==> config.mk <==
export PLATFORM = sky130hd
export DESIGN_NAME = if_id_hazard
export DESIGN_NICKNAME = d
export VERILOG_FILES = /design/src/rtl/if_id_hazard_pkg.sv /design/src/rtl/if_id_hazard_sat_counter.sv /design/src/rtl/if_id_hazard.sv
export SDC_FILE = /design/constraint.sdc
export NUM_CORES = 1
export LEC_CHECK = 0
export CAP_MARGIN = 10
export CORE_UTILIZATION = 45
export DETAILED_ROUTE_END_ITERATION = 6
export PLACE_DENSITY = 0.86
export SYNTH_ARGS = -nofsm -noshare
export SYNTH_HDL_FRONTEND = slang
export SYNTH_HIERARCHICAL = 1
export SYNTH_SLANG_ARGS = --single-unit
==> constraint.sdc <==
create_clock -name clk -period 4.8 [get_ports clk]
set_input_delay 1.44 -clock clk [delete_from_list [all_inputs] [get_ports clk]]
set_output_delay 1.44 -clock clk [all_outputs]
set_load 0.01 [all_outputs]
==> src/rtl/if_id_hazard_pkg.sv <==
// Shared definitions for the IF/ID register and hazard unit.
// Latency: n/a (constants, types and field helpers only).
// Backpressure: n/a.
package if_id_hazard_pkg;

    // Register-specifier field positions in a MIPS instruction word.
    localparam int RS_MSB = 25;
    localparam int RT_MSB = 20;
    localparam int REG_W  = 5;

    // sll $0,$0,0 -- the canonical MIPS nop.
    localparam logic [31:0] NOP_INS = 32'h0000_0000;

    typedef enum logic {
        RUN   = 1'b0,
        STALL = 1'b1
    } state_t;

    function automatic logic [REG_W-1:0] field_rs(input logic [31:0] ins);
        return ins[RS_MSB -: REG_W];
    endfunction

    function automatic logic [REG_W-1:0] field_rt(input logic [31:0] ins);
        return ins[RT_MSB -: REG_W];
    endfunction

endpackage

==> src/rtl/if_id_hazard_sat_counter.sv <==
// Saturating event counter: counts inc pulses, sticks at all-ones.
// Latency: count reflects an inc one falling clock edge later.
// Backpressure: none; increments are dropped once saturated.
//
// Ports: clk (updates on falling edge), rst (async active-low clear),
//        inc (count this cycle), count (current value).
module sat_counter #(
    parameter int W = 16
) (
    input  logic         clk,
    input  logic         rst,
    input  logic         inc,
    output logic [W-1:0] count
);

    always_ff @(negedge clk or negedge rst) begin
        if (!rst) begin
            count <= '0;
        end else if (inc && (count != '1)) begin
            count <= count + W'(1);
        end
    end

endmodule

==> src/rtl/if_id_hazard.sv <==
// IF/ID pipeline register with load-use stall and branch/jump squash control.
// Latency: one falling edge IF->ID; STALL_CYCLES bubbles per load-use hazard.
// Backpressure: holds IF/ID and drops PCWrite while stalling; redirects win.
//
// Ports: IF_PC/IF_ins in from fetch; EX_* hazard and redirect info from EX;
//        ID_PC/ID_ins/ID_valid to decode; PCWrite to the PC register;
//        EXflush to the ID/EX register; stall_count/flush_count statistics.
module if_id_hazard
    import if_id_hazard_pkg::*;
#(
    parameter int STALL_CYCLES = 1,
    parameter int CNT_W        = 16
) (
    input  logic             clk,
    input  logic             rst,
    input  logic [31:0]      IF_PC,
    input  logic [31:0]      IF_ins,
    input  logic             EX_MemtoReg,
    input  logic             EX_RegWrite,
    input  logic [4:0]       EX_rt,
    input  logic             EX_BranchTaken,
    input  logic             EX_Jump,
    output logic [31:0]      ID_PC,
    output logic [31:0]      ID_ins,
    output logic             ID_valid,
    output logic             PCWrite,
    output logic             EXflush,
    output logic [CNT_W-1:0] stall_count,
    output logic [CNT_W-1:0] flush_count
);

    // Bubbles still owed after the one issued on entry from RUN.
    localparam logic [2:0] STALL_RELOAD = 3'(STALL_CYCLES - 1);

    state_t     state, state_nxt;
    logic [2:0] bub_cnt, bub_cnt_nxt;
    logic       hz, rd;
    logic       ifid_load, squash, stall_inc, flush_inc;

    // Load in EX targets a source of the instruction in ID; $0 never conflicts.
    assign hz = ID_valid && EX_MemtoReg && EX_RegWrite && (EX_rt != '0) &&
                ((EX_rt == field_rs(ID_ins)) || (EX_rt == field_rt(ID_ins)));

    assign rd = EX_BranchTaken || EX_Jump;

    always_comb begin
        state_nxt   = state;
        bub_cnt_nxt = bub_cnt;
        PCWrite     = 1'b1;
        EXflush     = 1'b0;
        ifid_load   = 1'b0;
        squash      = 1'b0;
        stall_inc   = 1'b0;
        flush_inc   = 1'b0;
        // While reset is held the control outputs sit at their idle values,
        // whatever EX is presenting.
        if (rst) begin
            if (rd) begin
                // A redirect kills the wrong-path instruction in ID and also
                // abandons any stall, since the stalled instruction is dead.
                EXflush     = 1'b1;
                squash      = 1'b1;
                flush_inc   = 1'b1;
                state_nxt   = RUN;
                bub_cnt_nxt = '0;
            end else if (state == STALL) begin
                // hz is deliberately not re-checked: the bubble count was
                // fixed when the hazard was detected.
                PCWrite     = 1'b0;
                EXflush     = 1'b1;
                stall_inc   = 1'b1;
                bub_cnt_nxt = bub_cnt - 3'd1;
                if (bub_cnt == 3'd1) begin
                    state_nxt = RUN;
                end
            end else if (hz) begin
                PCWrite   = 1'b0;
                EXflush   = 1'b1;
                stall_inc = 1'b1;
                if (STALL_CYCLES > 1) begin
                    state_nxt   = STALL;
                    bub_cnt_nxt = STALL_RELOAD;
                end
            end else begin
                ifid_load = 1'b1;
            end
        end
    end

    always_ff @(negedge clk or negedge rst) begin
        if (!rst) begin
            state    <= RUN;
            bub_cnt  <= '0;
            ID_PC    <= '0;
            ID_ins   <= NOP_INS;
            ID_valid <= 1'b0;
        end else begin
            state   <= state_nxt;
            bub_cnt <= bub_cnt_nxt;
            if (squash) begin
                ID_PC    <= IF_PC;
                ID_ins   <= NOP_INS;
                ID_valid <= 1'b0;
            end else if (ifid_load) begin
                ID_PC    <= IF_PC;
                ID_ins   <= IF_ins;
                ID_valid <= 1'b1;
            end
        end
    end

    sat_counter #(.W(CNT_W)) u_stall_cnt (
        .clk   (clk),
        .rst   (rst),
        .inc   (stall_inc),
        .count (stall_count)
    );

    sat_counter #(.W(CNT_W)) u_flush_cnt (
        .clk   (clk),
        .rst   (rst),
        .inc   (flush_inc),
        .count (flush_count)
    );

endmodule

==> results of run 1 <==
## worst register-to-register path, stage by stage, from the launching register on
cell and delay, ns:
dfrtn_1 0.39, xor2_2 0.20, nor3_2 0.20, a22oi_2 0.13, o21ai_2 0.17, buf_4 0.13
and3_4 0.22, buf_6 0.13, nand2_8 0.06, nor4_4 0.26, nand4_1 0.15, xnor2_1 0.16
## what timing repair did
| action | CTS | global route |
|---|---|---|
| buffers inserted | 44 | 13 |
| gates resized for setup | 481 | 24 |
| endpoints found under the setup margin | 197 | 110 |
| pin swaps | 31 | 40 |
| hold buffers | 0 | 0 |
| cloned | 2 | 2 |
## power by group through the flow
stage / registers (mW) / clock network (mW) / logic (mW)
final: 0.969 / 0.482 / 0.560
after global routing: 0.976 / 0.521 / 0.598
after CTS: 0.967 / 0.488 / 0.532
after detailed placement: 0.983 / 0 / 0.539
after global placement: 0.982 / 0 / 0.522
after floorplan: 1.03 / 0 / 0.146
## cells in the mapped netlist (2+ instances only)
master	number	area (µm²)
dfrtn_1	101	2530
a221o_1	32	320
and2_1	32	200
a22o_1	31	272
nand4_1	16	100
xor2_1	14	123
nand3_1	13	65.1
nand2_1	11	41.3
nor2_1	11	41.3
o21a_1	11	82.6
xnor2_1	10	87.6
a21oi_1	8	40.0
o21ai_0	8	40.0
a31oi_1	6	37.5
buf_6	6	67.6
and3_1	5	31.3
inv_1	5	18.8
buf_2	4	20.0
ha_1	4	50.1
nor3_2	4	40.0
nor4_4	4	85.1
buf_4	3	22.5
clkbuf_1	3	11.3
a32oi_1	2	17.5
and4_1	2	17.5
and4_2	2	20.0
and4_4	2	22.5
and4b_1	2	20.0
mux2_1	2	22.5
nand3_4	2	35.0
nand4_2	2	25.0
nand4_4	2	42.5
nor2_2	2	12.5
nor3_1	2	10.0
o211ai_1	2	15.0
o2bb2ai_1	2	17.5
o31ai_4	2	42.5
## registers in the layout, indices dropped and copies added (netlist names)
name / cells
bub_cnt: 3
ID_valid: 1
u_flush_cnt/count: 16
u_stall_cnt/count: 16
state: 1
ID_ins: 32
ID_PC: 32
## layout by cell type, fill, tap and decap left out, types with 5 or more instances in the layout
cell type,n
buf_4,122
dfrtn_1,101
buf_2,86
clkdlybuf4s50_1,64
buf_6,38
and2_1,32
a221o_1,32
a22o_1,31
nand4_1,16
o21a_1,11
nand3_1,11
xor2_1,10
clkbuf_8,10
xnor2_1,10
nand2_1,8
nor2_1,7
a31oi_1,6
a21oi_1,5
buf_12,5
## metrics by stage
stage          worst slack, ns  TNS, ns  std cells   util
4_1_cts                 -0.863   -44.89        826  0.741
2_1_floorplan           -0.807   -47.14        378      -
3_3_place_gp             -1.30  -109.10        768  0.718
5_1_grt                  -1.00   -53.85        837  0.759
3_5_place_dp             -1.31  -112.70        768  0.718
6_report                -0.959   -51.06        837  0.759
## per-layer routing
layer	share of wire	GRT usage	wire [µm]
met1	0.39	0.352	6360
met2	0.52	0.511	8470
met3	0.057	0.0480	939
met4	0.039	0.135	634
met5	0.00079	0	13
## kinds of logic after synthesis
logic type,after synthesis,synth area share
muxes,2,0.00476
buffers and inverters,21,0.0296
DFF,101,0.534
adders and majority gates,4,0.0106
and+or+nand+nor,117,0.176
AOI/OAI and AO/OA,109,0.201
xor gates and xnor gates,24,0.0444
## worst paths after layout
| kind | endpoint | slack [ns] | cells past startpoint |
|---|---|---|---|
| min | ID_ins[9] | 0.45 | 1 |
| max | EXflush | -0.96 | 7 |
| max reg2reg | u_stall_cnt/count[14] | 2.44 | 11 |
| min reg2reg | ID_ins[9] | 0.45 | 1 |
| min in group asynchronous | u_stall_cnt/count[12] | 3.52 | 3 |
| max in group asynchronous | ID_ins[23] | 0.47 | 4 |
## layout make-up
cell class | instances | share of cell area
timing repair buffer | 321 | 0.335
sequential | 101 | 0.324
multi-input combinational | 259 | 0.296
tap | 136 | 0.0218
clock buffer | 13 | 0.0191
inverter | 5 | 0.00273
clock inverter | 2 | 0.00128
==> run_results.csv, run 1 <==
group,metric,value,unit
die,io_pins,174,
detailed_routing,avgRoutedWirePerCell,19.6,µm
power,p_per_area,258,nW/µm²
clocking,cts_root_buffer,"clkbuf_8",
power,sw_frac_of_total,0.290,
run,cap_violations,0,
setup_path,end_kind,"output pin",
detailed_routing,wl,16.4,mm
clocking,cts_tree,"done",
final_layout,stdcell_area,7800,µm²
global_route,grt_pass1_wl,25.1,mm
die,die_area,10900,µm²
setup_path,cp_data_arrival_time,4.32,ns
final_layout,nNetsFinal,776,
power,p_int,1.43,mW
clocking,clkTransAtPathRegs,0.06,ns
placement,placed_cell_area,7380,µm²
setup_path,startpoint,"ID_ins[24]",
clocking,clock-sinks,101,
setup_path,path_common_cell,"buf_6",
power,power_frac_clock,0.240,
setup_path,cp_slowest_stage_delay,0.48,ns
sta,finClkSkew,0.00709,ns
outcome,violations,"setup timing",
setup_path,timing.rr.start,"ID_ins[25]",
power,total_leakage_power,3.80,nW
setup_path,path_max_fanout,3,
final_layout,nFillCells,678,
clocking,cts_made_buffers,9,
sta,finalHoldViolations,0,
synthesis,synthesis.nets,457,
global_route,grt_antenna_before_repair,1,
power,power.total,2.01,mW
clocking,cts_htree_levels,3,
synthesis,postSynth.asyncResetShare,1.00,
final_layout,drive_gt1_frac,0.465,
detailed_routing,antenna_left,0,
die,core,10300,µm²
sta,slew_violations,0,
setup_path,worst_setup_path_start_kind,"flip-flop",
outcome,status,"finished with violations",
die,rows,37,
sta,tightest_slew,0.593,ns
die,start_util,0.461,
final_layout,multi_input_area,2310,µm²
detailed_routing,drtIter0Drc,287,
clocking,clk-insertion-delay-late,0.34,ns
placement,dp_hpwl,9.65,mm
global_route,globalRouteOverflowTotal,0,
detailed_routing,drc,0,
setup_path,critical_path_class,"reg -> out",
synthesis,ys_types,45,
setup_path,slowest_stage,"dfrtn_1",
setup_path,crit_family,"compound AO/OA/AOI/OAI gates",
detailed_routing,drt_first_pass_iters,4,
power,p_switching,0.582,mW
placement,routabilityCongestion,0.866,
synthesis,synth_edf_count,0,
setup_path,path_buf_inv,2,
power,p_seq_frac,0.482,
synthesis,synth_ff_type,"dfrtn_1",
sta,holdWs,0.447,ns
final_layout,diodes,0,
global_route,grt_pass1_vias,4974,
final_layout,seqCellArea,2530,µm²
die,fp.dieW,105,µm
setup_path,cp_cell_sequence,"xor2_1, nor2_1, a22oi_2, o21ai_2, buf_6, o21a_1, buf_6",
sta,slew_headroom,0.605,
placement,io_buffers,173,
power,pwr-share-comb,0.278,
synthesis,ys_ff_latch,101,
sta,rsz0062_at_grt,"true",
synthesis,avgSynthCellArea,12.5,µm²
worst_hold_path,min_from,"ID_ins[9]",
global_route,grt_usage,0.292,
detailed_routing,vias,4747,
detailed_routing,vias_per_cell,5.67,
worst_hold_path,hp-class,"reg -> reg",
synthesis,synth_cells,378,
setup_path,critPathRequiredTime,3.36,ns
synthesis,yosysSeqAreaShare,0.534,
die,dieHeight,105,µm
sta,setup_viol,96,
global_route,grt_max_degree,46,
power,ir_drop,0.000200,V
synthesis,yosysWarnings,6,
synthesis,syn-cell-area,4740,µm²
clocking,clockBufferDepth,2,
final_layout,syn_to_final_growth,64.7,%
sta,setup_ws,-0.959,ns
No activity file was read; power rests on OpenSTA's default activity.
==> run 2, diff against run 1 <==
--- a/config.mk
+++ b/config.mk
@@ -8,8 +8,8 @@
 export CAP_MARGIN = 10
 export CORE_UTILIZATION = 45
 export DETAILED_ROUTE_END_ITERATION = 6
-export PLACE_DENSITY = 0.86
+export PLACE_DENSITY = 0.88
+export REMOVE_ABC_BUFFERS = 1
 export SYNTH_ARGS = -nofsm -noshare
 export SYNTH_HDL_FRONTEND = slang
-export SYNTH_HIERARCHICAL = 1
 export SYNTH_SLANG_ARGS = --single-unit
==> run 2 against run 1 <==
  * The flow still finishes with violations (setup timing)
  * First-iteration DRC count down 59%
  * Combinational power down 5.0%
  * Largest cell class unchanged
  * Routed wire length down 3.9%
  * Largest power group unchanged
==> run_results.csv, run 2 <==
group,metric,value,unit
detailed_routing,drtIter0Drc,119,
power,p_per_area,275,nW/µm²
die,dieHeight,99.6,µm
final_layout,layout_commonest_cell,"dfrtn_1",
power,sw_frac_of_total,0.288,
power,ir_drop,0.000286,V
global_route,grt_pass1_vias,4237,
final_layout,nFillCells,485,
setup_path,critical_path_class,"reg -> out",
die,core,9240,µm²
die,fp.dieW,99.6,µm
die,rows,35,
global_route,grt_max_degree,62,
final_layout,syn_to_final_growth,76.5,%
synthesis,syn-cell-area,4290,µm²
detailed_routing,wl,15.8,mm
synthesis,ys_ff_latch,101,
run,cap_violations,0,
power,p_switching,0.599,mW
placement,dp_hpwl,8.93,mm
placement,dpl_worst_slack,-1.15,ns
synthesis,synth_ff_type,"dfrtn_1",
detailed_routing,avgRoutedWirePerCell,20.6,µm
setup_path,cp_data_arrival_time,4.15,ns
global_route,grt_pass1_wl,22.6,mm
setup_path,critPathRequiredTime,3.36,ns
clocking,clock-sinks,101,
clocking,cts_made_buffers,9,
detailed_routing,vias_per_cell,5.37,
synthesis,yosysTopAreaCellShare,0.589,
synthesis,postSynth.asyncResetShare,1.00,
synthesis,yosysWarnings,0,
power,total_leakage_power,3.90,nW
power,p_seq_frac,0.473,
clocking,cts_root_buffer,"clkbuf_8",
sta,slew_headroom,0.155,
global_route,globalRouteOverflowTotal,0,
detailed_routing,drt_first_pass_iters,4,
detailed_routing,met1_length,5.88,mm
power,pwr-share-comb,0.256,
sta,setup_viol,94,
final_layout,final_cell_count_no_fill,764,
setup_path,path_max_fanout,3,
placement,io_buffers,173,
synthesis,synth_area_leaders,"dfrtn_1 59%, mux2_2 7.9%, a22o_1 6.5%",
synthesis,yosysMostFrequentCell,"dfrtn_1",
sta,finalHoldViolations,0,
placement,routabilityCongestion,0.882,
worst_hold_path,hp-class,"reg -> reg",
outcome,violations,"setup timing",
final_layout,reg.largest.list,"ID_PC: 32 flops, ID_ins: 32 flops",
synthesis,ys_types,37,
synthesis,synth_cells,334,
global_route,grt_antenna_before_repair,0,
sta,setup_ws,-0.791,ns
clocking,clk-insertion-delay-late,0.34,ns
detailed_routing,drc,0,
synthesis,avgSynthCellArea,12.8,µm²
global_route,grt_usage,0.300,
setup_path,end_kind,"output pin",
setup_path,worst_setup_path_start_kind,"flip-flop",
final_layout,nNetsFinal,709,
sta,slew_violations,0,
die,io_pins,174,
detailed_routing,wl_met3,905,µm
clocking,cts_htree_levels,3,
setup_path,rr_worst_depth,8,
power,p_int,1.48,mW
die,start_util,0.464,
placement,dp.cells,686,
final_layout,drive_gt1_frac,0.513,
sta,finClkSkew,0.0135,ns
detailed_routing,vias,4106,
outcome,status,"finished with violations",
sta,tightest_slew,1.26,ns
detailed_routing,wl_met2,8.31,mm
synthesis,synth_top_area_cell,"dfrtn_1",
power,power_frac_clock,0.271,
sta,rsz0062_at_grt,"true",
synthesis,synth_edf_count,0,
detailed_routing,antenna_left,0,
worst_hold_path,hold-path-cell-count,1,
clocking,cts_tree,"done",
die,die_area,9930,µm²
detailed_routing,top_layer,"met4",
synthesis,yosysSeqAreaShare,0.589,
clocking,clkTransAtPathRegs,0.07,ns
clocking,clockBufferDepth,2,
final_layout,diodes,0,
final_layout,final_cell_mix,"101 x dfrtn_1, 90 x buf_2, 88 x buf_4",
synthesis,synthTopCellsByCount,"101 x dfrtn_1, 32 x a22o_1, 30 x mux2_2",
## run 2: changes by cell type after synthesis, moves of 5 or more
| cell | previous run | this run |
|---|---|---|
| o21a_1 | 11 | 1 |
| nor4_1 | 0 | 9 |
| nand2_1 | 11 | 22 |
| nand4_1 | 16 | 8 |
| and2_1 | 32 | 1 |
| mux2_2 | 0 | 30 |
| o21ai_0 | 8 | 3 |
| nor3_1 | 2 | 7 |
| xnor2_1 | 10 | 21 |
| a221o_1 | 32 | 0 |
| a31oi_1 | 6 | 0 |
## run 2: cell families after synthesis
| family | count (synthesis) | share of synthesized area |
|---|---|---|
| xor+xnor | 39 | 0.0796 |
| buf+inv | 19 | 0.0242 |
| flops | 101 | 0.589 |
| fa+ha+maj | 4 | 0.0117 |
| simple gates | 88 | 0.108 |
| compound gates | 49 | 0.0980 |
| mux | 34 | 0.0893 |
## run 2: area by class of cell
class | instances | area (µm²) | share of cell area
clock buffers | 10 | 128 | 0.0169
inverters | 4 | 15.0 | 0.00198
flip-flops and latches | 101 | 2530 | 0.334
clock inverters | 6 | 68.8 | 0.00909
repair buffers | 300 | 2550 | 0.337
multi-input cells | 214 | 2120 | 0.280
well taps | 129 | 161 | 0.0213
## run 2: per-stage QoR
stage / hold slack (ns) / instance area, µm² / util / power [mW] / TNS, ns
6_report: 0.422 / 7570 / 0.819 / 2.08 / -48.76
3_3_place_gp: 0.424 / 6600 / 0.715 / 1.45 / -95.31
4_1_cts: 0.426 / 7420 / 0.803 / 2.04 / -34.31
3_5_place_dp: 0.441 / 6600 / 0.715 / 1.47 / -99.81
5_1_grt: 0.454 / 7570 / 0.819 / 2.16 / -57.06
2_1_floorplan: 0.410 / 4200 / - / 1.14 / -70.24
## run 2: what timing repair did
item | 4_1_cts | 5_1_grt
cloned | 6 | 0
setup buffers | 57 | 7
endpoints found under the hold margin | 0 | 0
gates resized for setup | 562 | 20
hold buffers | 0 | 0
endpoints found under the setup margin | 196 | 107
pin swaps | 77 | 12
## run 2: worst paths after layout
path	from	to	slack [ns]
max	ID_ins[17]	EXflush	-0.79
min	u_flush_cnt.count[14]	u_flush_cnt.count[14]	0.42
max reg2reg	u_stall_cnt.count[6]	u_stall_cnt.count[1]	1.60
min reg2reg	u_flush_cnt.count[14]	u_flush_cnt.count[14]	0.42
max in group asynchronous	rst	u_flush_cnt.count[6]	0.49
min in group asynchronous	rst	u_stall_cnt.count[5]	3.41
## run 2: critical path: stages, from the launching register on
cell      delay [ns]
dfrtn_1         0.48
xnor2_1         0.17
nand3_1         0.12
o22ai_2         0.15
a21oi_4         0.11
buf_6           0.13
a21boi_2        0.11
buf_2           0.15
## run 2: power groups by stage
stage / logic (mW) / registers, mW / clock network [mW]
finish: 0.532 / 0.984 / 0.562
global route: 0.563 / 0.990 / 0.603
CTS: 0.512 / 0.976 / 0.556
detailed placement: 0.479 / 0.992 / 0
global placement: 0.460 / 0.989 / 0
floorplan: 0.108 / 1.04 / 0
## run 2: metal layers
| layer | GRT usage | vias up |
|---|---|---|
| met1 | 0.340 | 2051 |
| met3 | 0.0611 | 59 |
| met4 | 0.128 | 0 |
| met2 | 0.549 | 196 |
| li1 | - | 1800 |
| met5 | 0 | - |
